**src/rtl/coproc_pkg.sv**
```systemverilog
// coproc_pkg: shared definitions for the UART coprocessor sequencer.
//   state_t        - sequencer FSM encoding (3 bits)
//   CMD_*          - bit positions inside the command byte
//   ERR_BYTE_DEFAULT - byte returned when a command byte is rejected
package coproc_pkg;

  typedef enum logic [2:0] {
    S_IDLE       = 3'd0,
    S_RX_PAYLOAD = 3'd1,
    S_ISSUE      = 3'd2,
    S_WAIT       = 3'd3,
    S_TX         = 3'd4,
    S_ERR        = 3'd5
  } state_t;

  // Command byte: [2:0] mode, [6:3] reserved (must be zero), [7] batch.
  localparam int CMD_MODE_LSB  = 0;
  localparam int CMD_MODE_MSB  = 2;
  localparam int CMD_RSVD_LSB  = 3;
  localparam int CMD_RSVD_MSB  = 6;
  localparam int CMD_BATCH_BIT = 7;

  localparam logic [7:0] ERR_BYTE_DEFAULT = 8'hEE;

endpackage

```
**src/rtl/coproc_uart_sequencer_byte_serializer.sv**
```systemverilog
// byte_serializer: parallel-load, MSB-first byte shift register feeding a
// byte transmitter.
//
// Handshake: a byte transfers on every rising clk edge where
// tx_valid && tx_ready. While tx_valid is high and tx_ready is low, tx_data
// and tx_valid hold their values. tx_valid never drops without a transfer.
//
// Ports:
//   clk, rst      - clock, synchronous active-high reset
//   load          - parallel load of load_data / load_len (starts a burst)
//   load_data     - bytes to send, first byte in the top 8 bits
//   load_len      - number of bytes to send from the top of load_data
//   tx_data       - current byte (top byte of the shift register)
//   tx_valid      - tx_data is valid
//   tx_ready      - consumer accepts the byte
//   done          - high in the cycle whose edge transfers the last byte
module byte_serializer #(
  parameter  int NBYTES = 16,
  localparam int CW     = $clog2(NBYTES + 1)
) (
  input  logic                  clk,
  input  logic                  rst,
  input  logic                  load,
  input  logic [8*NBYTES-1:0]   load_data,
  input  logic [CW-1:0]         load_len,
  output logic [7:0]            tx_data,
  output logic                  tx_valid,
  input  logic                  tx_ready,
  output logic                  done
);

  logic [8*NBYTES-1:0] shreg;
  logic [CW-1:0]       remaining;

  always_ff @(posedge clk) begin
    if (rst) begin
      shreg     <= '0;
      remaining <= '0;
      tx_valid  <= 1'b0;
    end else if (load) begin
      shreg     <= load_data;
      remaining <= load_len;
      tx_valid  <= (load_len != '0);
    end else if (tx_valid && tx_ready) begin
      shreg     <= {shreg[8*NBYTES-9:0], 8'h00};
      remaining <= remaining - 1'b1;
      if (remaining == CW'(1)) begin
        tx_valid <= 1'b0;
      end
    end
  end

  assign tx_data = shreg[8*NBYTES-1 -: 8];
  assign done    = tx_valid && tx_ready && (remaining == CW'(1));

endmodule

```
**src/rtl/coproc_uart_sequencer.sv**
```systemverilog
// coproc_uart_sequencer: front-end controller between a UART byte
// receiver/transmitter and the coprocessor. Collects a command byte plus
// DIN_BYTES payload bytes into din, pulses din_valid, waits WAIT_CYCLES,
// captures dout and returns it MSB-first over the tx byte handshake.
//
// Ports:
//   clk, rst           - clock, synchronous active-high reset
//   rx_data, rx_valid  - received byte and its one-cycle strobe
//   tx_data, tx_valid, tx_ready - outgoing byte handshake (valid/ready)
//   din, din_valid     - coprocessor input word and one-cycle issue pulse
//   dout               - coprocessor result
//   control            - coprocessor mode, {3'b0, cmd[2:0]}
//   busy               - high whenever the FSM is not IDLE
//   frames_done        - completed frames, wraps
//   drop_count         - rx bytes ignored while busy, saturates at 255
//   dbg_state          - current FSM state
module coproc_uart_sequencer
  import coproc_pkg::*;
#(
  parameter int         DIN_BYTES   = 16,
  parameter int         DOUT_BYTES  = 16,
  parameter int         WAIT_CYCLES = 64,
  parameter int         RX_TIMEOUT  = 1_000_000,
  parameter logic [7:0] ERR_BYTE    = ERR_BYTE_DEFAULT
) (
  input  logic                    clk,
  input  logic                    rst,
  input  logic [7:0]              rx_data,
  input  logic                    rx_valid,
  output logic [7:0]              tx_data,
  output logic                    tx_valid,
  input  logic                    tx_ready,
  output logic [8*DIN_BYTES-1:0]  din,
  output logic                    din_valid,
  input  logic [8*DOUT_BYTES-1:0] dout,
  output logic [5:0]              control,
  output logic                    busy,
  output logic [15:0]             frames_done,
  output logic [7:0]              drop_count,
  output logic [2:0]              dbg_state
);

  localparam int IW = $clog2(DIN_BYTES + 1);
  localparam int TW = $clog2(RX_TIMEOUT + 1);
  localparam int LW = $clog2(DOUT_BYTES + 1);

  state_t        state;
  logic          batch;
  logic [IW-1:0] byte_idx;
  logic [TW-1:0] idle_cnt;
  logic [15:0]   wait_cnt;

  logic                    ser_load;
  logic [8*DOUT_BYTES-1:0] ser_data;
  logic [LW-1:0]           ser_len;
  logic                    ser_done;

  logic cmd_bad;
  logic wait_last;
  logic drop_state;

  assign cmd_bad    = (rx_data[CMD_RSVD_MSB:CMD_RSVD_LSB] != '0);
  assign wait_last  = (wait_cnt == 16'(WAIT_CYCLES - 1));
  assign drop_state = (state == S_ISSUE) || (state == S_WAIT) ||
                      (state == S_TX)    || (state == S_ERR);

  // Serializer loads: the error byte the same edge a bad command is seen,
  // or the coprocessor result on the last WAIT cycle of a non-batch frame.
  // Loading in the same edge as the state change makes tx_valid rise in
  // the first cycle of TX / ERR.
  always_comb begin
    ser_load = 1'b0;
    ser_data = '0;
    ser_len  = '0;
    if ((state == S_IDLE) && rx_valid && cmd_bad) begin
      ser_load = 1'b1;
      ser_data = {ERR_BYTE, {(8*DOUT_BYTES-8){1'b0}}};
      ser_len  = LW'(1);
    end else if ((state == S_WAIT) && wait_last && !batch) begin
      ser_load = 1'b1;
      ser_data = dout;
      ser_len  = LW'(DOUT_BYTES);
    end
  end

  byte_serializer #(
    .NBYTES (DOUT_BYTES)
  ) u_ser (
    .clk       (clk),
    .rst       (rst),
    .load      (ser_load),
    .load_data (ser_data),
    .load_len  (ser_len),
    .tx_data   (tx_data),
    .tx_valid  (tx_valid),
    .tx_ready  (tx_ready),
    .done      (ser_done)
  );

  always_ff @(posedge clk) begin
    if (rst) begin
      state       <= S_IDLE;
      din         <= '0;
      din_valid   <= 1'b0;
      control     <= '0;
      batch       <= 1'b0;
      byte_idx    <= '0;
      idle_cnt    <= '0;
      wait_cnt    <= '0;
      frames_done <= '0;
      drop_count  <= '0;
    end else begin
      din_valid <= 1'b0;

      if (rx_valid && drop_state && (drop_count != 8'hFF)) begin
        drop_count <= drop_count + 8'd1;
      end

      case (state)
        S_IDLE: begin
          if (rx_valid) begin
            if (cmd_bad) begin
              state <= S_ERR;
            end else begin
              control  <= {3'b000, rx_data[CMD_MODE_MSB:CMD_MODE_LSB]};
              batch    <= rx_data[CMD_BATCH_BIT];
              byte_idx <= '0;
              idle_cnt <= '0;
              state    <= S_RX_PAYLOAD;
            end
          end
        end

        S_RX_PAYLOAD: begin
          if (rx_valid) begin
            din      <= {din[8*DIN_BYTES-9:0], rx_data};
            idle_cnt <= '0;
            if (byte_idx == IW'(DIN_BYTES - 1)) begin
              din_valid <= 1'b1;
              state     <= S_ISSUE;
            end else begin
              byte_idx <= byte_idx + 1'b1;
            end
          end else if (idle_cnt == TW'(RX_TIMEOUT - 1)) begin
            // Abandon the partial frame; din and control keep what they hold.
            idle_cnt <= '0;
            state    <= S_IDLE;
          end else begin
            idle_cnt <= idle_cnt + 1'b1;
          end
        end

        S_ISSUE: begin
          wait_cnt <= '0;
          state    <= S_WAIT;
        end

        S_WAIT: begin
          if (wait_last) begin
            if (batch) begin
              frames_done <= frames_done + 16'd1;
              state       <= S_IDLE;
            end else begin
              state <= S_TX;
            end
          end else begin
            wait_cnt <= wait_cnt + 16'd1;
          end
        end

        S_TX: begin
          if (ser_done) begin
            frames_done <= frames_done + 16'd1;
            state       <= S_IDLE;
          end
        end

        S_ERR: begin
          if (ser_done) begin
            state <= S_IDLE;
          end
        end

        default: state <= S_IDLE;
      endcase
    end
  end

  assign busy      = (state != S_IDLE);
  assign dbg_state = state;

endmodule

```
**config.mk**
```make
export PLATFORM = sky130hd
export DESIGN_NAME = coproc_uart_sequencer
export DESIGN_NICKNAME = d
export VERILOG_FILES = /design/src/rtl/coproc_pkg.sv /design/src/rtl/coproc_uart_sequencer_byte_serializer.sv /design/src/rtl/coproc_uart_sequencer.sv
export SDC_FILE = /design/constraint.sdc
export NUM_CORES = 1
export LEC_CHECK = 0
export CAP_MARGIN = 25
export CORE_ASPECT_RATIO = 1.75
export CORE_UTILIZATION = 51
export DETAILED_ROUTE_END_ITERATION = 16
export GPL_TIMING_DRIVEN = 1
export PLACE_DENSITY = 0.8
export SLEW_MARGIN = 5
export SYNTH_ARGS = -nofsm -noshare
export SYNTH_HDL_FRONTEND = slang
export SYNTH_SLANG_ARGS = --single-unit
```
**constraint.sdc**
```tcl
create_clock -name clk -period 2.2 [get_ports clk]
set_input_delay 0.33 -clock clk [delete_from_list [all_inputs] [get_ports clk]]
set_output_delay 0.33 -clock clk [all_outputs]
set_load 0.01 [all_outputs]
```
==> flow_summary_export.csv <==
group,metric,value,unit
clock_tree,clockBufferDepth,3,
worst_setup_path,setup.worst_path.start_class,"flip-flop",
detailed_routing,wl_per_cell,17.7,µm
timing,slew_violations,0,
timing,fmax,0.462,GHz
synthesis,yosys-top-cells-area,"dfxtp_1, nand2_1, mux2i_1",
global_route,grt_antenna_before_repair,0,
clock_tree,insertion_delay,0.57,ns
die,start_util,52.2,%
placed_design,hpwl,27100,µm
cells_and_area,drive_above_1_share,7.72,%
worst_hold_path,hold_path_end,"frames_done[5]",
die,io_pins,312,
worst_setup_path,crit_required,2.69,ns
timing,hold_viol,0,
synthesis,synth_edf_count,0,
cells_and_area,fin_nets,2045,
clock_tree,clockRootBuffer,"clkbuf_16",
worst_setup_path,critPathMaxStageDelay,0.52,ns
global_route,grt_first_pass_wirelength,61200,µm
cells_and_area,design_area,18800,µm²
timing,timing.hold.ws,0.245,ns
synthesis,yosysTopAreaCell,"dfxtp_1",
detailed_routing,detail_route.first_pass.iterations,5,
placed_design,gp_congestion,0.822,
synthesis,yosysSeqAreaShare,48.2,%
worst_setup_path,worstPathCellList,"ha_4, and4bb_1, nand4_4, o31a_1, buf_12, or4_1, a21oi_2",
job,drv_cap,0,
synthesis,synth_seq_cells,335,
clock_tree,clkTransAtPathRegs,0.07,ns
worst_hold_path,hold_path.class,"in -> reg",
synthesis,netlist_instances,1611,
worst_setup_path,critPathKind,"reg -> reg",
pwr,total_power,14600,µW
clock_tree,cts_made_buffers,30,
detailed_routing,viasPerCell,5.61,
synthesis,yosys.cell_types.count,54,
clock_tree,clock-sinks,335,
die,die_h,221,µm
pwr,peakVddDrop,0.720,mV
synthesis,syn_avg_cell_area,8.64,µm²
placed_design,pre_cts_slack,-0.198,ns
timing,tightest_slew,0.761,ns
worst_setup_path,slowest_stage,"or4_1",
synthesis,yosysMostFrequentCell,"nand2_1",
global_route,grt_max_degree,169,
synthesis,yosysWarnings,0,
placed_design,io_buffers,308,
worst_setup_path,path_max_fanout,13,
global_route,grt_pass1_vias,12400,
worst_setup_path,timing.rr.end,"frames_done[12]",
worst_hold_path,hold_depth,4,
placed_design,dp.cells,2184,
global_route,track_usage,27.1,%
synthesis,synth-main-ff-cell,"dfxtp_1",
status,run_status,"completed",
timing,fin_crit,2.16,ns
timing,layout_setup_ws,0.0377,ns
clock_tree,hold_buffers,0,
detailed_routing,wl,39600,µm
cells_and_area,n_antenna_cell,0,
worst_hold_path,min_from,"rst",
die,core,26700,µm²
timing,maxSlewHeadroom,49.3,%
synthesis,yosys-top-cells-count,"nand2_1, dfxtp_1, a21oi_1",
worst_setup_path,critPathBufInv,1,
timing,skew,0.0116,ns
synthesis,synth.top_cell.area_share,48.2,%
pwr,power.leakage,0.00709,µW
clock_tree,htreeDepth,1,
die,fp.dieArea,28000,µm²
global_route,grt-ovfl-total,0,
cells_and_area,area_growth,35.3,%
detailed_routing,ant_nets,0,
pwr,powerDensity,777,nW/µm²
worst_setup_path,cp_data_arrival_time,2.66,ns
worst_setup_path,endpoint_kind,"flip-flop",
clock_tree,cts_tree,"done",
worst_setup_path,regToRegSetupSlack,0.04,ns
timing,fin_crit_sh,98.3,%
detailed_routing,route.detailed.drc,0,
detailed_routing,drt-initial-drc-count,697,
die,rows,79,
worst_setup_path,cpLargestDelayFamily,"simple AND/OR/NAND/NOR gates",
die,die_x,127,µm
timing,finalSetupViolations,0,
detailed_routing,vias,12600,
worst_setup_path,r2r_cells,7,
synthesis,netlist_area,13900,µm²
synthesis,synthArstFlopShare,0,%
worst_setup_path,crit-reg2reg-launch,"wait_cnt[0]",
cells_and_area,layout.cells.non_filler,2241,
placed_design,placed_area,17700,µm²
worst_setup_path,cp.depth,7,
==> worst min-delay path, delay by kind of cell <==
family / cells / cell delay, ns
buf+inv: 3 / 0.32
compound gates: 1 / 0.13
==> repair_timing <==
item                                    CTS  global route
cloned                                    0             1
endpoints found under the setup margin    7            87
resized for setup                         4            13
pin swaps                                 0             2
buffers inserted                          0             1
==> through the flow <==
step	utilization [%]	TNS, ns
floorplan	-	0
detailed placement	66.2	-16.53
global route	70.6	-0.126
finish	70.6	0
CTS	70.2	0
global placement	66.2	-1.61
==> cells by family after synthesis <==
group / Yosys count / share of synthesized area (%)
flops: 335 / 48.2
xor+xnor: 31 / 1.95
other cells: 1 / 0.0269
simple gates: 605 / 19.2
buf+inv: 146 / 4.36
compound gates: 347 / 15.6
mux: 135 / 9.73
fa+ha+maj: 11 / 0.989
==> worst max-delay path by stage <==
stage	startpoint	endpoint	slack [ns]
final	wait_cnt[0]	frames_done[12]	0.04
after CTS	dbg_state[2]	dbg_state[2]	0.02
after detailed placement	rx_data[3]	u_ser.shreg[73]	-0.20
after global placement	tx_ready	frames_done[14]	-0.16
after floorplan	wait_cnt[0]	frames_done[12]	0.15
after global routing	wait_cnt[0]	frames_done[12]	-0.03
==> area by class of cell <==
cell class / count / area (µm²)
clock buffers: 42 / 837
fillers: 2031 / 7850
well taps: 324 / 405
multi-input cells: 1132 / 6730
repair buffers: 380 / 3870
flip-flops and latches: 335 / 6710
inverters: 15 / 56.3
clock inverters: 13 / 228
==> cell usage in the layout (no fill, tap or decap), drive strengths merged, types with 5 or more instances in the layout <==
cell type	count
bufinv	6
xnor2	7
inv	15
mux2i	132
or4	11
and3	15
nand2	415
ha	11
a21oi	163
nor4	11
xor2	24
buf	72
nor2	51
o21a	6
nand3	25
clkdlybuf4s50	306
clkinv	5
nor3	10
o211ai	5
a311oi	8
clkbuf	43
or3	7
nand4	25
dfxtp	335
o21ai	17
and2	10
o31ai	129
==> state kept, by name, indices dropped and copies added, names as in the netlist <==
| signal | count |
|---|---|
| dbg_state | 3 |
| idle_cnt | 20 |
| din_valid | 1 |
| drop_count | 8 |
| frames_done | 16 |
| byte_idx | 5 |
| wait_cnt | 16 |
| u_ser.remaining | 5 |
| din | 128 |
| control | 3 |
| u_ser.tx_valid | 1 |
| batch | 1 |
| u_ser.shreg | 128 |
==> report_power, final <==
group | internal [µW] | switching [µW]
sequential | 6170 | 126
clock | 3360 | 2300
combinational | 1100 | 1570
==> layer usage <==
layer	vias to the layer above	global-route usage [%]	share of wire, %
li1	6153	-	-
met4	0	8.93	2.6
met1	5955	28.3	37
met3	57	6.65	7.3
met2	396	52.3	53
met5	-	0	0
Note: power is estimated with default switching activity, not from simulation.
